==> config.mk <==
export PLATFORM = sky130hd
export DESIGN_NAME = serial_sub_nbit
export DESIGN_NICKNAME = d
export VERILOG_FILES = /design/src/rtl/serial_sub_nbit.sv
export SDC_FILE = /design/constraint.sdc
export NUM_CORES = 1
export LEC_CHECK = 0
export BUFFER_PORTS_ARGS = -buffer_cell sky130_fd_sc_hd__buf_4
export CAP_MARGIN = 5
export CORE_UTILIZATION = 52
export DETAILED_ROUTE_END_ITERATION = 16
export GPL_ROUTABILITY_DRIVEN = 1
export GPL_TIMING_DRIVEN = 0
export PLACE_DENSITY = 0.76
export SKIP_LAST_GASP = 1
export SYNTH_ARGS = -nofsm -noshare
export SYNTH_HDL_FRONTEND = slang
export SYNTH_SLANG_ARGS = --single-unit
==> constraint.sdc <==
create_clock -name clk -period 1.6 [get_ports clk]
set_input_delay 0.16 -clock clk [delete_from_list [all_inputs] [get_ports clk]]
set_output_delay 0.16 -clock clk [all_outputs]
set_load 0.03 [all_outputs]
==> src/rtl/serial_sub_nbit.sv <==
// serial_sub_nbit: bit-serial N-bit subtractor.
// Computes diff = a - b - bin one bit per clock, LSB first. A single
// full-subtractor cell feeds a borrow flip-flop. Operands are captured on an
// accepted start. The result is registered and held until the next operation
// completes.
module serial_sub_nbit #(
    parameter int WIDTH = 3
) (
    input  logic             clk,
    input  logic             rst,
    input  logic             start,
    input  logic [WIDTH-1:0] a,
    input  logic [WIDTH-1:0] b,
    input  logic             bin,
    output logic             busy,
    output logic             done,
    output logic [WIDTH-1:0] diff,
    output logic             bout
);

    localparam int CW = $clog2(WIDTH) + 1;
    localparam logic [CW-1:0] LAST_CNT = CW'(WIDTH - 1);

    localparam logic [1:0] S_IDLE  = 2'd0;
    localparam logic [1:0] S_SHIFT = 2'd1;
    localparam logic [1:0] S_DONE  = 2'd2;

    logic [1:0]       r_state;
    logic [WIDTH-1:0] r_a_sh;
    logic [WIDTH-1:0] r_b_sh;
    logic [WIDTH-1:0] r_d_sh;
    logic             r_brw;
    logic [CW-1:0]    r_cnt;
    logic [WIDTH-1:0] r_diff;
    logic             r_bout;

    logic             w_accept;
    logic             w_d;
    logic             w_brw_next;
    logic [WIDTH-1:0] w_d_sh_next;

    // Start is only honoured between operations. In DONE it is honoured too,
    // so back-to-back operations need no idle cycle.
    assign w_accept   = start && ((r_state == S_IDLE) || (r_state == S_DONE));

    // Full-subtractor cell working on the current LSBs.
    assign w_d        = r_a_sh[0] ^ r_b_sh[0] ^ r_brw;
    assign w_brw_next = (~r_a_sh[0] & r_b_sh[0]) | (~(r_a_sh[0] ^ r_b_sh[0]) & r_brw);

    // Difference bits enter at the MSB, so the LSB-first result lands in
    // place after WIDTH steps. A 1-bit result has nothing to shift down.
    generate
        if (WIDTH == 1) begin : g_dsh_one
            assign w_d_sh_next = w_d;
        end else begin : g_dsh_many
            assign w_d_sh_next = {w_d, r_d_sh[WIDTH-1:1]};
        end
    endgenerate

    // Control FSM and serial datapath. The result registers load only on
    // the final step.
    always_ff @(posedge clk) begin
        // NOTE: every state register uses <= so all updates see pre-edge values.
        if (rst) begin
            r_state <= S_IDLE;
            r_a_sh  <= '0;
            r_b_sh  <= '0;
            r_d_sh  <= '0;
            r_brw   <= 1'b0;
            r_cnt   <= '0;
            r_diff  <= '0;
            r_bout  <= 1'b0;
        end else begin
            case (r_state)
                S_IDLE, S_DONE: begin
                    if (w_accept) begin
                        r_a_sh  <= a;
                        r_b_sh  <= b;
                        r_brw   <= bin;
                        r_d_sh  <= '0;
                        r_cnt   <= '0;
                        r_state <= S_SHIFT;
                    end else begin
                        r_state <= S_IDLE;
                    end
                end
                S_SHIFT: begin
                    r_a_sh <= r_a_sh >> 1;
                    r_b_sh <= r_b_sh >> 1;
                    r_d_sh <= w_d_sh_next;
                    r_brw  <= w_brw_next;
                    r_cnt  <= r_cnt + CW'(1);
                    if (r_cnt == LAST_CNT) begin
                        r_diff  <= w_d_sh_next;
                        r_bout  <= w_brw_next;
                        r_state <= S_DONE;
                    end
                end
                default: begin
                    r_state <= S_IDLE;
                end
            endcase
        end
    end

    assign busy = (r_state == S_SHIFT);
    assign done = (r_state == S_DONE);
    assign diff = r_diff;
    assign bout = r_bout;

endmodule

# --- Word-level counts from Yosys, hierarchy flattened ---
# Index checks and enable logic that the tools add are counted.
op_classes:
  bitwise_logic: 7
  eq_ne: 5
  addsub: 1
  reduce_logical: 7
  mux: 12
op_table:
  columns: ["operator", "n"]
  rows:
  - ["$pmux 3 s2", 4]
  - ["$mux 3", 3]
  - ["$pmux 2 s2", 1]
  - ["$reduce_and 2->1", 2]
  - ["$add 3x1->3 const B", 1]
  - ["$eq 3x2->1 const B", 1]
  - ["$and 1x1->1", 2]
  - ["$eq 2x1->1 const B", 1]
  - ["$eq 2x2->1 const B", 1]
  - ["$logic_not 2->1", 1]
  - ["$mux 1", 2]
  - ["$mux 2", 1]
  - ["$ne 2x1->1 const B", 1]
  - ["$ne 2x2->1 const B", 1]
  - ["$not 1->1", 2]
  - ["$pmux 1 s2", 1]
  - ["$reduce_bool 2->1", 1]
  - ["$reduce_or 2->1", 1]
  - ["$xor 1x1->1", 2]
  - ["$logic_and 1x1->1", 1]
  - ["$logic_or 1x1->1", 1]
  - ["$or 1x1->1", 1]
totals:
  word_cells: 40
  ff_bits: 19

# --- Longest topological paths before layout ---
depth:
  depth_word: 5
  depth_mapped: 6

# --- Worst setup path after synthesis ---
# Ideal clock, no wire load.
synth_timing:
  path_type: "register -> register"
  from: "reg r_cnt[0]"
  to: "reg r_diff[0] (netlist: diff[0])"
  t_arrival_ps: 1074
  synth_period_minus_slack_ps: 1202
  slack_ps: 398
  stages_incl_launch_ff: 7
  n_path_buf: 1
  required_time_ps: 1472
  cell_sequence: "dfxtp_1 inv_1 ha_1 and4bb_1 buf_4 mux2i_1 nor2_1"
synth_via:
  elab_chain_len: 2
synth_lines:
  columns: ["item", "line_no", "source"]
  rows:
  - ["start, declared", "33", "logic [CW-1:0] r_cnt;"]
  - ["start signal, assigned", "92", "r_cnt <= r_cnt + CW'(1);"]
  - ["$eq 3x2->1", "93", "if (r_cnt == LAST_CNT) begin"]
  - ["$reduce_and 2->1 (no line)", null, null]
  - ["end signal, assigned", "94", "r_diff <= w_d_sh_next;"]
  - ["end, declared", "34", "logic [WIDTH-1:0] r_diff;"]
# Every way passes these cells.
# A chain may end at the register's enable or synchronous reset.

# --- Final worst setup path ---
layout_timing:
  from: "reg r_state[0]"
  to: "out busy"
layout_via:
  elab_chain_len: 1
layout_lines:
  columns: ["item", "line_no", "source"]
  rows:
  - ["start, declared", "28", "logic [1:0] r_state;"]
  - ["start signal, assigned", "65", "r_state <= S_IDLE;"]
  - ["start signal, assigned", "82", "r_state <= S_SHIFT;"]
  - ["start signal, assigned", "84", "r_state <= S_IDLE;"]
  - ["$eq 2x1->1", "106", "assign busy = (r_state == S_SHIFT);"]
  - ["end, declared", "15", "output logic busy,"]
# Every way passes these cells.

==> flow_metrics.tcl <==
set metrics [dict create \
    status "complete, no violations" \
    share_of_cells_above_drive_strength_1_pct 29.9 \
    start_kind "flip-flop" \
    synth_top_cells_by_count "sky130_fd_sc_hd__dfxtp_1 (18), sky130_fd_sc_hd__nand2_1 (13), sky130_fd_sc_hd__a21oi_1 (8), sky130_fd_sc_hd__nand3_1 (7), sky130_fd_sc_hd__nor2_1 (7)" \
    seq_area_frac_synth_pct 43.8 \
    port_buffers 14 \
    total_congestion_overflow 0 \
    grt_pass1_wl_um 2860 \
    grt_usage_pct 21.3 \
    yosys.area.top_type_share_pct 43.8 \
    number_of_failing_setup_endpoints_in_the_final_timing_report 0 \
    wl_um 1650 \
    synthesis.area_sq_um 823 \
    cts.htree.levels 1 \
    remaining_number_of_nets_flagged_by_the_antenna_check_after_routing 0 \
    worstRegToRegCells 6 \
    via_count_of_the_first_global_routing_pass 632 \
    finalNetCount 121 \
    setup.reg_to_reg.worst_slack_ns 0.23 \
    unrepaired_setup_endpoints_after_global_routing "no" \
    period_needed_ns 1.39 \
    synth-async-reset-ratio_pct 0 \
    drc_errors 0 \
    synth_seq_cells 18 \
    holdCritPathClass "in2reg" \
    routed-via-count 662 \
    crit_path_max_fanout 8 \
    critical_path.startpoint "r_state[0]$_SDFFE_PP0P_" \
    boundaryPins 16 \
    post_drt_via_cell_ratio 5.43 \
    static-leakage-power_nw 0.404 \
    grt_antenna_before_repair 0 \
    synth-edff-count 0 \
    fin_tns_setup_ns 0 \
    timing.critical_path.to_type "output pin" \
    post-cts-setup-buffer-count 0 \
    cp_slowest_stage_delay_ns 0.41 \
    total_power_mw 0.937 \
    crit_path_top_delay_cell "sky130_fd_sc_hd__dfxtp_1" \
    critical_path.most_common_cell "sky130_fd_sc_hd__buf_4" \
    synthesis.yosys.warnings 0 \
    synth_top_area_cell "sky130_fd_sc_hd__dfxtp_1" \
    number_of_antenna_diodes 0 \
    register_area_sq_um 360 \
    post-synth-top-count-cell "sky130_fd_sc_hd__dfxtp_1" \
    syn-num-nets 102 \
    worstReg2RegStart "r_cnt[0]$_SDFFE_PP0P_" \
    maximum_number_of_pins_on_one_net_before_global_route_repair 11 \
    setup.worst_path.end "busy" \
    placement_rows 13 \
    synthToLayoutAreaGrowth_pct 19.5 \
    timing.critical_path.depth 4 \
    nFillCells 113 \
    report.final.slew_viol_count 0 \
    path_class "reg2out" \
    share_of_the_clock_period_used_by_the_worst_path_after_layout_pct 86.9 \
    cts-root-to-sink-buffers 2 \
    die_height_um 41.8 \
    endpoint_of_the_most_critical_register_to_register_path "diff[2]$_SDFFE_PP0P_" \
    dr.first_iter.drc_count 18 \
    max-vdd-ir-drop_v 0.000580 \
    timing.max_slew.rel_slack_pct 68.0 \
    post_cts.resized_instances 0 \
    ys_dominant_reg_cell "sky130_fd_sc_hd__dfxtp_1" \
    design.core.area_sq_um 1380 \
    clock_tree_from_tritoncts "done" \
    gp_routability_congestion 0.776 \
    syn_avg_cell_area_sq_um 9.25 \
    insertion_delay_of_the_later_clocked_pin_in_the_worst_skew_pair_ns 0.30 \
    floorplan.die_area_sq_um 1750 \
    chipWidth_um 41.8 \
    yosys.cell_types.count 28 \
    path_buf_inv 3 \
    cts-buffers-inserted 3 \
    clock-root-buffer "sky130_fd_sc_hd__clkbuf_4" \
    yosys-top-cells-area "sky130_fd_sc_hd__dfxtp_1 (44%), sky130_fd_sc_hd__a311oi_2 (7.3%), sky130_fd_sc_hd__nand2_1 (5.9%), sky130_fd_sc_hd__a21oi_1 (4.9%), sky130_fd_sc_hd__nand3_1 (4.3%)" \
    timing.critical_path.required_ns 1.44 \
    maxClockFrequency_ghz 0.719 \
    multi_input_comb_area_sq_um 393 \
    fin_worst_skew_ns 0.00162 \
    worst_pin_slew_ns 0.480 \
    initial_utilization_pct 59.5 \
    cts.sink_count 18 \
    worstPathArrival_ns 1.23 \
    cts_hold_buffers 0 \
    path_delay_family "buffers and inverters" \
    clk_transition_reported_paths_ns 0.11 \
    syn-instance-count 89 \
    final-hold-violation-count 0 \
    detailed_place_hpwl_um 1140 \
    critical_path.cell_chain "nand2b_1, buf_4, inv_2, buf_4" \
    cellPowerDensity_nw_per_um2 952 \
    detail_route.wl_per_cell_um 13.5 \
    first_pass_iters 4 \
    max_cap_viol_count 0 \
]
[layout by cell type, fill, tap and decap left out]
master | synthesis | layout
sky130_fd_sc_hd__dfxtp_1 | 18 | 18
sky130_fd_sc_hd__buf_4 | 2 | 16
sky130_fd_sc_hd__nand2_1 | 13 | 13
sky130_fd_sc_hd__a21oi_1 | 8 | 8
sky130_fd_sc_hd__nand3_1 | 7 | 7
sky130_fd_sc_hd__nor2_1 | 7 | 7
sky130_fd_sc_hd__inv_1 | 4 | 4
sky130_fd_sc_hd__a311oi_2 | 4 | 4
sky130_fd_sc_hd__mux2i_1 | 3 | 3
sky130_fd_sc_hd__clkbuf_4 | 0 | 3
sky130_fd_sc_hd__nand2b_1 | 2 | 2
sky130_fd_sc_hd__buf_6 | 2 | 2
sky130_fd_sc_hd__nor2b_1 | 2 | 2
sky130_fd_sc_hd__ha_1 | 2 | 2
sky130_fd_sc_hd__inv_2 | 1 | 1
sky130_fd_sc_hd__and2b_1 | 1 | 1
sky130_fd_sc_hd__nand2b_2 | 1 | 1
sky130_fd_sc_hd__clkbuf_2 | 1 | 1
sky130_fd_sc_hd__clkbuf_1 | 1 | 1
sky130_fd_sc_hd__buf_2 | 1 | 1
sky130_fd_sc_hd__and4bb_1 | 1 | 1
sky130_fd_sc_hd__a2bb2oi_1 | 1 | 1
sky130_fd_sc_hd__nand3b_1 | 1 | 1
sky130_fd_sc_hd__xor2_1 | 1 | 1
sky130_fd_sc_hd__nor3_1 | 1 | 1
sky130_fd_sc_hd__nor2_2 | 1 | 1
sky130_fd_sc_hd__a211oi_2 | 1 | 1
sky130_fd_sc_hd__o21ai_0 | 1 | 1
sky130_fd_sc_hd__fa_1 | 1 | 1
sky130_fd_sc_hd__clkbuf_8 | 0 | 1
[metrics by stage]
stage	util [%]	setup WS (ns)	instances	cell area (sq um)	hold WS, ns
2_1_floorplan	-	0.398	89	823	0.296
3_3_place_gp	68.5	0.320	118	947	0.407
3_5_place_dp	68.5	0.243	118	947	0.420
4_1_cts	71.1	0.195	122	983	0.0975
5_1_grt	71.1	0.116	122	983	0.0990
6_report	71.1	0.209	122	983	0.0978
[registers in the layout, indices dropped and copies added (netlist names)]
register  flops
r_d_sh        2
r_state       2
bout          1
r_brw         1
r_a_sh        3
diff          3
r_cnt         3
r_b_sh        3
[power by group]
group | switching [mW] | internal (mW) | leakage [nW]
registers | 0.0156 | 0.472 | 0.147
logic | 0.0864 | 0.0718 | 0.236
clock network | 0.152 | 0.139 | 0.0210
[worst min path at each step]
stage | start | to | slack (ns) | depth (start not counted)
floorplan | a[2] | r_a_sh[2]$_SDFFE_PP0P_ | 0.30 | 2
global placement | a[2] | r_a_sh[2]$_SDFFE_PP0P_ | 0.41 | 3
detailed placement | b[2] | r_b_sh[2]$_SDFFE_PP0P_ | 0.42 | 3
CTS | b[2] | r_b_sh[2]$_SDFFE_PP0P_ | 0.1 | 3
global route | b[2] | r_b_sh[2]$_SDFFE_PP0P_ | 0.1 | 3
finish | b[2] | r_b_sh[2]$_SDFFE_PP0P_ | 0.1 | 3
[routing by layer]
metal / global-route usage, % / routed length [um] / vias to the layer above
met5: 0 / 0 / -
met4: 5.81 / 17 / 0
met3: 6.52 / 55 / 2
met2: 34.1 / 796 / 12
met1: 27.7 / 776 / 318
li1: - / - / 330
[layout make-up]
| type | count | area share (%) |
|---|---|---|
| Buffer | 7 | 5.22 |
| Clock buffer | 4 | 3.69 |
| Inverter | 5 | 1.91 |
| Multi-Input combinational cell | 59 | 39.9 |
| Sequential cell | 18 | 36.6 |
| Tap cell | 15 | 1.91 |
| Timing Repair Buffer | 14 | 10.7 |
[worst register-to-register path: cells and delay by family, from the launching register on]
| family | cells | cell delay [ns] |
|---|---|---|
| adder cells (fa/ha/maj) | 1 | 0.21 |
| buffers and inverters | 2 | 0.24 |
| flip-flops | 1 | 0.37 |
| multiplexers | 1 | 0.19 |
| AND/OR/NAND/NOR | 2 | 0.26 |
[cell families after synthesis]
logic type      share of synthesized area, %
simple gates                            22.2
flops                                   43.8
compound gates                          15.3
buf+inv                                 8.51
mux                                     3.65
fa+ha+maj                               5.47
xor+xnor                                1.06
(Power assumes the default switching activity.)
